--- src/rtl/bp_fe_mock_pkg.sv ---
// Shared types and helpers for the mock front end that feeds a BE-only bench.
package bp_fe_mock_pkg;

  typedef enum logic [1:0] {
    e_run   = 2'd0,
    e_fence = 2'd1,
    e_exc   = 2'd2,
    e_stall = 2'd3
  } bp_fe_mock_state_e;

  typedef enum logic [2:0] {
    e_op_pc_redirect  = 3'd0,
    e_op_state_reset  = 3'd1,
    e_op_icache_fence = 3'd2
  } bp_fe_mock_cmd_e;

  localparam logic e_mock_msg_fetch = 1'b0;
  localparam logic e_mock_msg_exc   = 1'b1;

  // Synthetic instruction word: low PC bits shifted up, tagged with 2'b11.
  function automatic logic [31:0] mock_instr(input logic [29:0] pc_low);
    return {pc_low, 2'b11};
  endfunction

endpackage

--- src/rtl/bp_fe_mock_sat_counter.sv ---
// Saturating up-counter with synchronous clear (clear wins over increment).
module bp_fe_mock_sat_counter
  import bp_fe_mock_pkg::*;
#(
  parameter int width_p = 32
) (
  input  logic               clk,
  input  logic               rst_n,
  input  logic               clr,
  input  logic               inc,
  output logic [width_p-1:0] count
);

  logic [width_p-1:0] count_r;

  // Count register: clear, then saturating increment.
  always_ff @(posedge clk or negedge rst_n) begin
    if (!rst_n) begin
      count_r <= '0;
    end else if (clr) begin
      count_r <= '0;
    end else if (inc && (count_r != {width_p{1'b1}})) begin
      count_r <= count_r + width_p'(1);
    end else begin
      count_r <= count_r;
    end
  end

  assign count = count_r;

endmodule

--- src/rtl/bp_fe_mock_fe_stream.sv ---
// Mock FE: streams sequential fetch packets and obeys BE commands.
// Define BP_FE_MOCK_FE_PERF_EN to build the fetch/command counters.
module bp_fe_mock_fe_stream
  import bp_fe_mock_pkg::*;
#(
  parameter int                       vaddr_width_p   = 39,
  parameter logic [vaddr_width_p-1:0] boot_pc_p       = 39'h0080000000,
  parameter int                       fence_latency_p = 8,
  parameter int                       cnt_width_p     = 32
) (
  input  logic                     clk_i,
  input  logic                     reset_n_i,
  output logic                     fe_queue_v_o,
  input  logic                     fe_queue_ready_i,
  output logic                     fe_queue_msg_type_o,
  output logic [vaddr_width_p-1:0] fe_queue_pc_o,
  output logic [31:0]              fe_queue_instr_o,
  input  logic                     fe_cmd_v_i,
  input  logic [2:0]               fe_cmd_opcode_i,
  input  logic [vaddr_width_p-1:0] fe_cmd_pc_i,
  output logic                     fe_cmd_yumi_o,
  output logic [cnt_width_p-1:0]   fetch_count_o,
  output logic [cnt_width_p-1:0]   cmd_count_o
);

  localparam int fence_cnt_width_lp = $clog2(fence_latency_p + 1);
  localparam logic [fence_cnt_width_lp-1:0] fence_load_lp = fence_cnt_width_lp'(fence_latency_p);
  localparam bp_fe_mock_state_e reset_state_lp = (boot_pc_p[1:0] != 2'b00) ? e_exc : e_run;

  bp_fe_mock_state_e             state_r, state_n_s;
  logic [vaddr_width_p-1:0]      pc_r, pc_n_s;
  logic [fence_cnt_width_lp-1:0] fence_cnt_r, fence_cnt_n_s;
  logic                          pkt_v_s, transfer_s, yumi_s;

  // Outputs are forced quiet while reset is held, even though state_r resets to e_run.
  assign pkt_v_s    = (state_r == e_run) || (state_r == e_exc);
  assign transfer_s = fe_queue_v_o & fe_queue_ready_i;
  assign yumi_s     = reset_n_i & fe_cmd_v_i & (state_r != e_fence) & (~pkt_v_s | fe_queue_ready_i);

  assign fe_queue_v_o        = reset_n_i & pkt_v_s;
  assign fe_queue_msg_type_o = (state_r == e_exc) ? e_mock_msg_exc : e_mock_msg_fetch;
  assign fe_queue_pc_o       = pc_r;
  assign fe_queue_instr_o    = (state_r == e_exc) ? 32'h0000_0000 : mock_instr(pc_r[29:0]);
  assign fe_cmd_yumi_o       = yumi_s;

  // Next-state logic: packet progress first, then an accepted command overrides it.
  always_comb begin
    state_n_s     = state_r;
    pc_n_s        = pc_r;
    fence_cnt_n_s = fence_cnt_r;
    case (state_r)
      e_run: begin
        if (transfer_s) pc_n_s = pc_r + vaddr_width_p'(4);
        else            pc_n_s = pc_r;
      end
      e_exc: begin
        if (transfer_s) state_n_s = e_stall;
        else            state_n_s = state_r;
      end
      e_fence: begin
        fence_cnt_n_s = fence_cnt_r - fence_cnt_width_lp'(1);
        if (fence_cnt_r == fence_cnt_width_lp'(1))
          state_n_s = (pc_r[1:0] != 2'b00) ? e_exc : e_run;
        else
          state_n_s = state_r;
      end
      e_stall: state_n_s = state_r;
      default: state_n_s = reset_state_lp;
    endcase

    if (yumi_s) begin
      case (fe_cmd_opcode_i)
        e_op_pc_redirect, e_op_state_reset: begin
          pc_n_s    = fe_cmd_pc_i;
          state_n_s = (fe_cmd_pc_i[1:0] != 2'b00) ? e_exc : e_run;
        end
        e_op_icache_fence: begin
          state_n_s     = e_fence;
          fence_cnt_n_s = fence_load_lp;
        end
        default: state_n_s = state_n_s;
      endcase
    end else begin
      state_n_s = state_n_s;
    end
  end

  // State, PC and fence-counter registers.
  always_ff @(posedge clk_i or negedge reset_n_i) begin
    if (!reset_n_i) begin
      state_r     <= reset_state_lp;
      pc_r        <= boot_pc_p;
      fence_cnt_r <= '0;
    end else begin
      state_r     <= state_n_s;
      pc_r        <= pc_n_s;
      fence_cnt_r <= fence_cnt_n_s;
    end
  end

`ifdef BP_FE_MOCK_FE_PERF_EN
  logic fetch_inc_s, fetch_clr_s;

  assign fetch_inc_s = transfer_s & (fe_queue_msg_type_o == e_mock_msg_fetch);
  assign fetch_clr_s = yumi_s & (fe_cmd_opcode_i == e_op_state_reset);

  bp_fe_mock_sat_counter #(.width_p(cnt_width_p)) fetch_cnt (
    .clk   (clk_i),
    .rst_n (reset_n_i),
    .clr   (fetch_clr_s),
    .inc   (fetch_inc_s),
    .count (fetch_count_o)
  );

  bp_fe_mock_sat_counter #(.width_p(cnt_width_p)) cmd_cnt (
    .clk   (clk_i),
    .rst_n (reset_n_i),
    .clr   (1'b0),
    .inc   (yumi_s),
    .count (cmd_count_o)
  );
`else
  assign fetch_count_o = '0;
  assign cmd_count_o   = '0;
`endif

endmodule

--- config.mk ---
export PLATFORM = sky130hd
export DESIGN_NAME = bp_fe_mock_fe_stream
export DESIGN_NICKNAME = d
export VERILOG_FILES = /design/src/rtl/bp_fe_mock_pkg.sv /design/src/rtl/bp_fe_mock_sat_counter.sv /design/src/rtl/bp_fe_mock_fe_stream.sv
export SDC_FILE = /design/constraint.sdc
export NUM_CORES = 1
export LEC_CHECK = 0
export ABC_CLOCK_PERIOD_IN_PS = 2600
export CORE_ASPECT_RATIO = 0.5
export CORE_MARGIN = 4
export CORE_UTILIZATION = 40
export DETAILED_ROUTE_END_ITERATION = 8
export PLACE_DENSITY = 0.94
export SYNTH_ARGS = -nofsm -noshare
export SYNTH_HDL_FRONTEND = slang
export SYNTH_SLANG_ARGS = --single-unit
--- constraint.sdc ---
create_clock -name clk_i -period 2.6 [get_ports clk_i]
set_input_delay 0.39 -clock clk_i [delete_from_list [all_inputs] [get_ports clk_i]]
set_output_delay 0.39 -clock clk_i [all_outputs]
set_load 0.02 [all_outputs]
==> run_results.csv <==
group,metric,value,unit
placement,hpwl,6970,µm
route,dr_total_vias,3004,
logic_synthesis,synth_top_area_cell,"dfrtp_1",
final_layout,syn_to_final_growth,36.9,%
route,wl_met3,544,µm
power_and_ir_drop,pwr-share-seq,0.298,
power_and_ir_drop,p_int,2.75,mW
sta,hold_viol_final,0,
power_and_ir_drop,peakVddDrop,0.000366,V
job,drv_cap,0,
worst_setup_path,path_buf_inv,2,
cts,ctsLongestPathBuffers,2,
cts,htreeDepth,2,
global_routing,antenna_found_initial,0,
sta,fin_worst_skew,0.00972,ns
floorplanning,io_pins,184,
floorplanning,dieArea,9960,µm²
sta,finalSetupViolCount,0,
worst_setup_path,cp_max_fo,4,
power_and_ir_drop,p_switching,2.21,mW
logic_synthesis,synth_flop_cell,"dfrtp_1",
floorplanning,fp.dieH,72.6,µm
cts,clock_sinks,45,
sta,fin_crit,2.46,ns
final_layout,nNetsFinal,560,
route,wl_per_cell,15.3,µm
final_layout,layout-drive-gt1-share,0.0709,
route,wl_met2,5070,µm
logic_synthesis,synth_common_cells,"68 x buf_4, 46 x nand2_1, 44 x dfrtp_1",
worst_setup_path,critPathTopFamily,"buffers and inverters",
worst_setup_path,crit_required,2.21,ns
logic_synthesis,yosysSeqAreaShare,0.338,
worst_setup_path,max_stage_delay,0.65,ns
logic_synthesis,synth.most_common_cell,"buf_4",
sta,fin_crit_sh,0.947,
power_and_ir_drop,comb_power_share,0.570,
min_path,min_path_type,"input pin to async pin",
worst_setup_path,worstSetupStartpoint,"state_r[0]$_DFF_PN0_",
floorplanning,initial_core_util,0.414,
logic_synthesis,synth_cell_types,43,
route,drc,0,
cts,insertion_delay,0.29,ns
worst_setup_path,r2r_slack,0.20,ns
outcome,status,"complete, no violations",
sta,worst_pin_slew,0.551,ns
power_and_ir_drop,switching_share,0.446,
sta,fmax,406,MHz
logic_synthesis,avgSynthCellArea,8.58,µm²
final_layout,fillers,656,
cts,cts_buffers,5,
sta,finalSetupTns,0,ns
floorplanning,rows,23,
global_routing,grt_usage,0.186,
worst_setup_path,cp.depth,5,
sta,relSlewSlack,0.633,
sta,rsz0062_at_grt,"false",
worst_setup_path,endpoint,"fe_cmd_yumi_o",
route,avgViaCountPerCell,4.85,
power_and_ir_drop,p_clk_frac,0.132,
route,drtIter0Drc,229,
power_and_ir_drop,power,4.95,mW
worst_setup_path,start_kind,"register",
worst_setup_path,worstSetupPathType,"register to output port",
worst_setup_path,slowest_stage,"clkdlybuf4s50_1",
logic_synthesis,netlist.area_leader.share,0.330,
logic_synthesis,synthTopCellsByArea,"dfrtp_1 33%, buf_4 15%, xnor2_1 7.6%",
global_routing,grt_pass1_vias,2927,
worst_setup_path,reg2reg_to,"fe_queue_pc_o[34]$_DFF_PN0_",
worst_setup_path,crit_path_cell_trace,"inv_1, ha_1, o21ba_1, nor3_1, clkdlybuf4s50_1",
floorplanning,core,8060,µm²
logic_synthesis,synth-seq-cells,45,
route,wl_met1,3630,µm
logic_synthesis,netlist_instances,389,
route,first_pass_iters,4,
placement,port_buffers,119,
logic_synthesis,async_flop_share,1.00,
route,ant_nets,0,
cts,cts_root_buffer,"clkbuf_16",
cts,clk_pin_slew,0.06,ns
placement,gp_congestion,0.802,
worst_setup_path,rr_startpoint,"state_r[0]$_DFF_PN0_",
power_and_ir_drop,p_per_area,1080,nW/µm²
worst_setup_path,reg2regPathDepth,8,
global_routing,grt_max_degree,44,
logic_synthesis,ys.warnings.count,0,
cts,cts_tree,"done",
logic_synthesis,syn-cell-area,3340,µm²
route,routed_wl,9500,µm
power_and_ir_drop,p_leak,1.81,nW
worst_setup_path,cp.arrival,2.07,ns
route,highest_layer,"met4",
floorplanning,die_x,137,µm
final_layout,diodes,0,
global_routing,grt.overflow.total,0,
global_routing,grt_pass1_wl,14800,µm
worst_setup_path,worstSetupEndpointType,"output port",
logic_synthesis,synth_edf_count,0,
sta,slew_viol_final,0,
[registers in the layout (all words and copies together) (netlist names)]
| name | flops |
|---|---|
| state_r | 2 |
| fence_cnt_r | 4 |
| fe_queue_pc_o | 39 |
[kinds of logic after synthesis]
logic type / synth area share
other: 0.00112
flip-flops: 0.338
AO/OA/AOI/OAI: 0.0802
AND/OR/NAND/NOR: 0.249
multiplexers: 0.0165
XOR/XNOR: 0.102
buffers and inverters: 0.187
adder cells (fa/ha/maj): 0.0262
[layer usage]
| layer | GRT usage | up-vias |
|---|---|---|
| li1 | - | 1399 |
| met1 | 0.216 | 1446 |
| met2 | 0.343 | 134 |
| met3 | 0.0275 | 25 |
| met4 | 0.0808 | 0 |
| met5 | 0 | - |
[power groups by stage]
stage               clock, mW  combinational, mW  sequential (mW)
floorplan                   0               1.25             1.70
global placement            0               2.72             1.45
detailed placement          0               2.80             1.46
CTS                     0.660               2.83             1.46
global route            0.683               3.00             1.53
finish                  0.655               2.82             1.47
[what timing repair did]
item | in CTS | in global routing
hold buffers | 1 | 0
resized for setup | 0 | 1
endpoints found under the setup margin | 0 | 1
hold endpoints to repair | 3 | 0
buffers inserted | 0 | 0
[cell type report]
cell class | instances | area, µm² | share of cell area
clock buffers | 7 | 143 | 0.0312
clock inverters | 1 | 7.51 | 0.00164
inverters | 13 | 48.8 | 0.0107
multi-input cells | 312 | 1830 | 0.400
flip-flops and latches | 45 | 1130 | 0.247
well taps | 112 | 140 | 0.0307
repair buffers | 130 | 1270 | 0.279
[cells in the final DEF, fill, tap and decap left out, drive strengths merged, types with 4 or more instances in the layout]
| master | Yosys | final |
|---|---|---|
| and3 | 4 | 4 |
| buf | 76 | 11 |
| clkbuf | 6 | 7 |
| clkdlybuf4s50 | 0 | 118 |
| conb | 1 | 64 |
| dfrtp | 44 | 44 |
| ha | 7 | 7 |
| inv | 13 | 13 |
| mux2 | 4 | 4 |
| nand2 | 46 | 46 |
| nand3 | 13 | 13 |
| nand4 | 8 | 8 |
| nor2 | 19 | 19 |
| nor2b | 25 | 25 |
| nor3 | 12 | 12 |
| nor4 | 10 | 10 |
| o21ai | 40 | 40 |
| or4 | 4 | 4 |
| xnor2 | 29 | 29 |
| xor2 | 10 | 10 |
[worst register-to-register path, cell delays in order, from the launching register on]
cell and delay, ns:
dfrtp_1 0.37, inv_1 0.09, ha_1 0.25, o21ba_1 0.22, or4_1 0.58, nor2_4 0.31, buf_4 0.29, nand2_1 0.13
o21ai_2 0.09
[per-stage QoR]
| step | util | instances | cell area (µm²) | hold slack [ns] | setup WS (ns) |
|---|---|---|---|---|---|
| after floorplan | - | 452 | 3570 | 0.0944 | 0.250 |
| after global placement | 0.547 | 611 | 4410 | 0.220 | 0.164 |
| after detailed placement | 0.547 | 611 | 4410 | 0.221 | 0.108 |
| after CTS | 0.567 | 620 | 4570 | 0.470 | 0.0720 |
| after global routing | 0.567 | 620 | 4570 | 0.494 | 0.0253 |
| final | 0.567 | 620 | 4570 | 0.469 | 0.138 |
[how the worst min path moves through the flow]
| stage | start | to | slack [ns] |
|---|---|---|---|
| finish | reset_n_i | fe_queue_pc_o[0]$_DFFE_PN0P_ | 0.47 |
| global route | reset_n_i | fe_queue_pc_o[0]$_DFFE_PN0P_ | 0.49 |
| CTS | reset_n_i | fe_queue_pc_o[0]$_DFFE_PN0P_ | 0.47 |
| detailed placement | reset_n_i | fe_queue_pc_o[0]$_DFFE_PN0P_ | 0.22 |
| global placement | reset_n_i | fe_queue_pc_o[1]$_DFFE_PN0P_ | 0.22 |
| floorplan | reset_n_i | fe_queue_pc_o[0]$_DFFE_PN0P_ | 0.09 |
(Power assumes the default switching activity.)
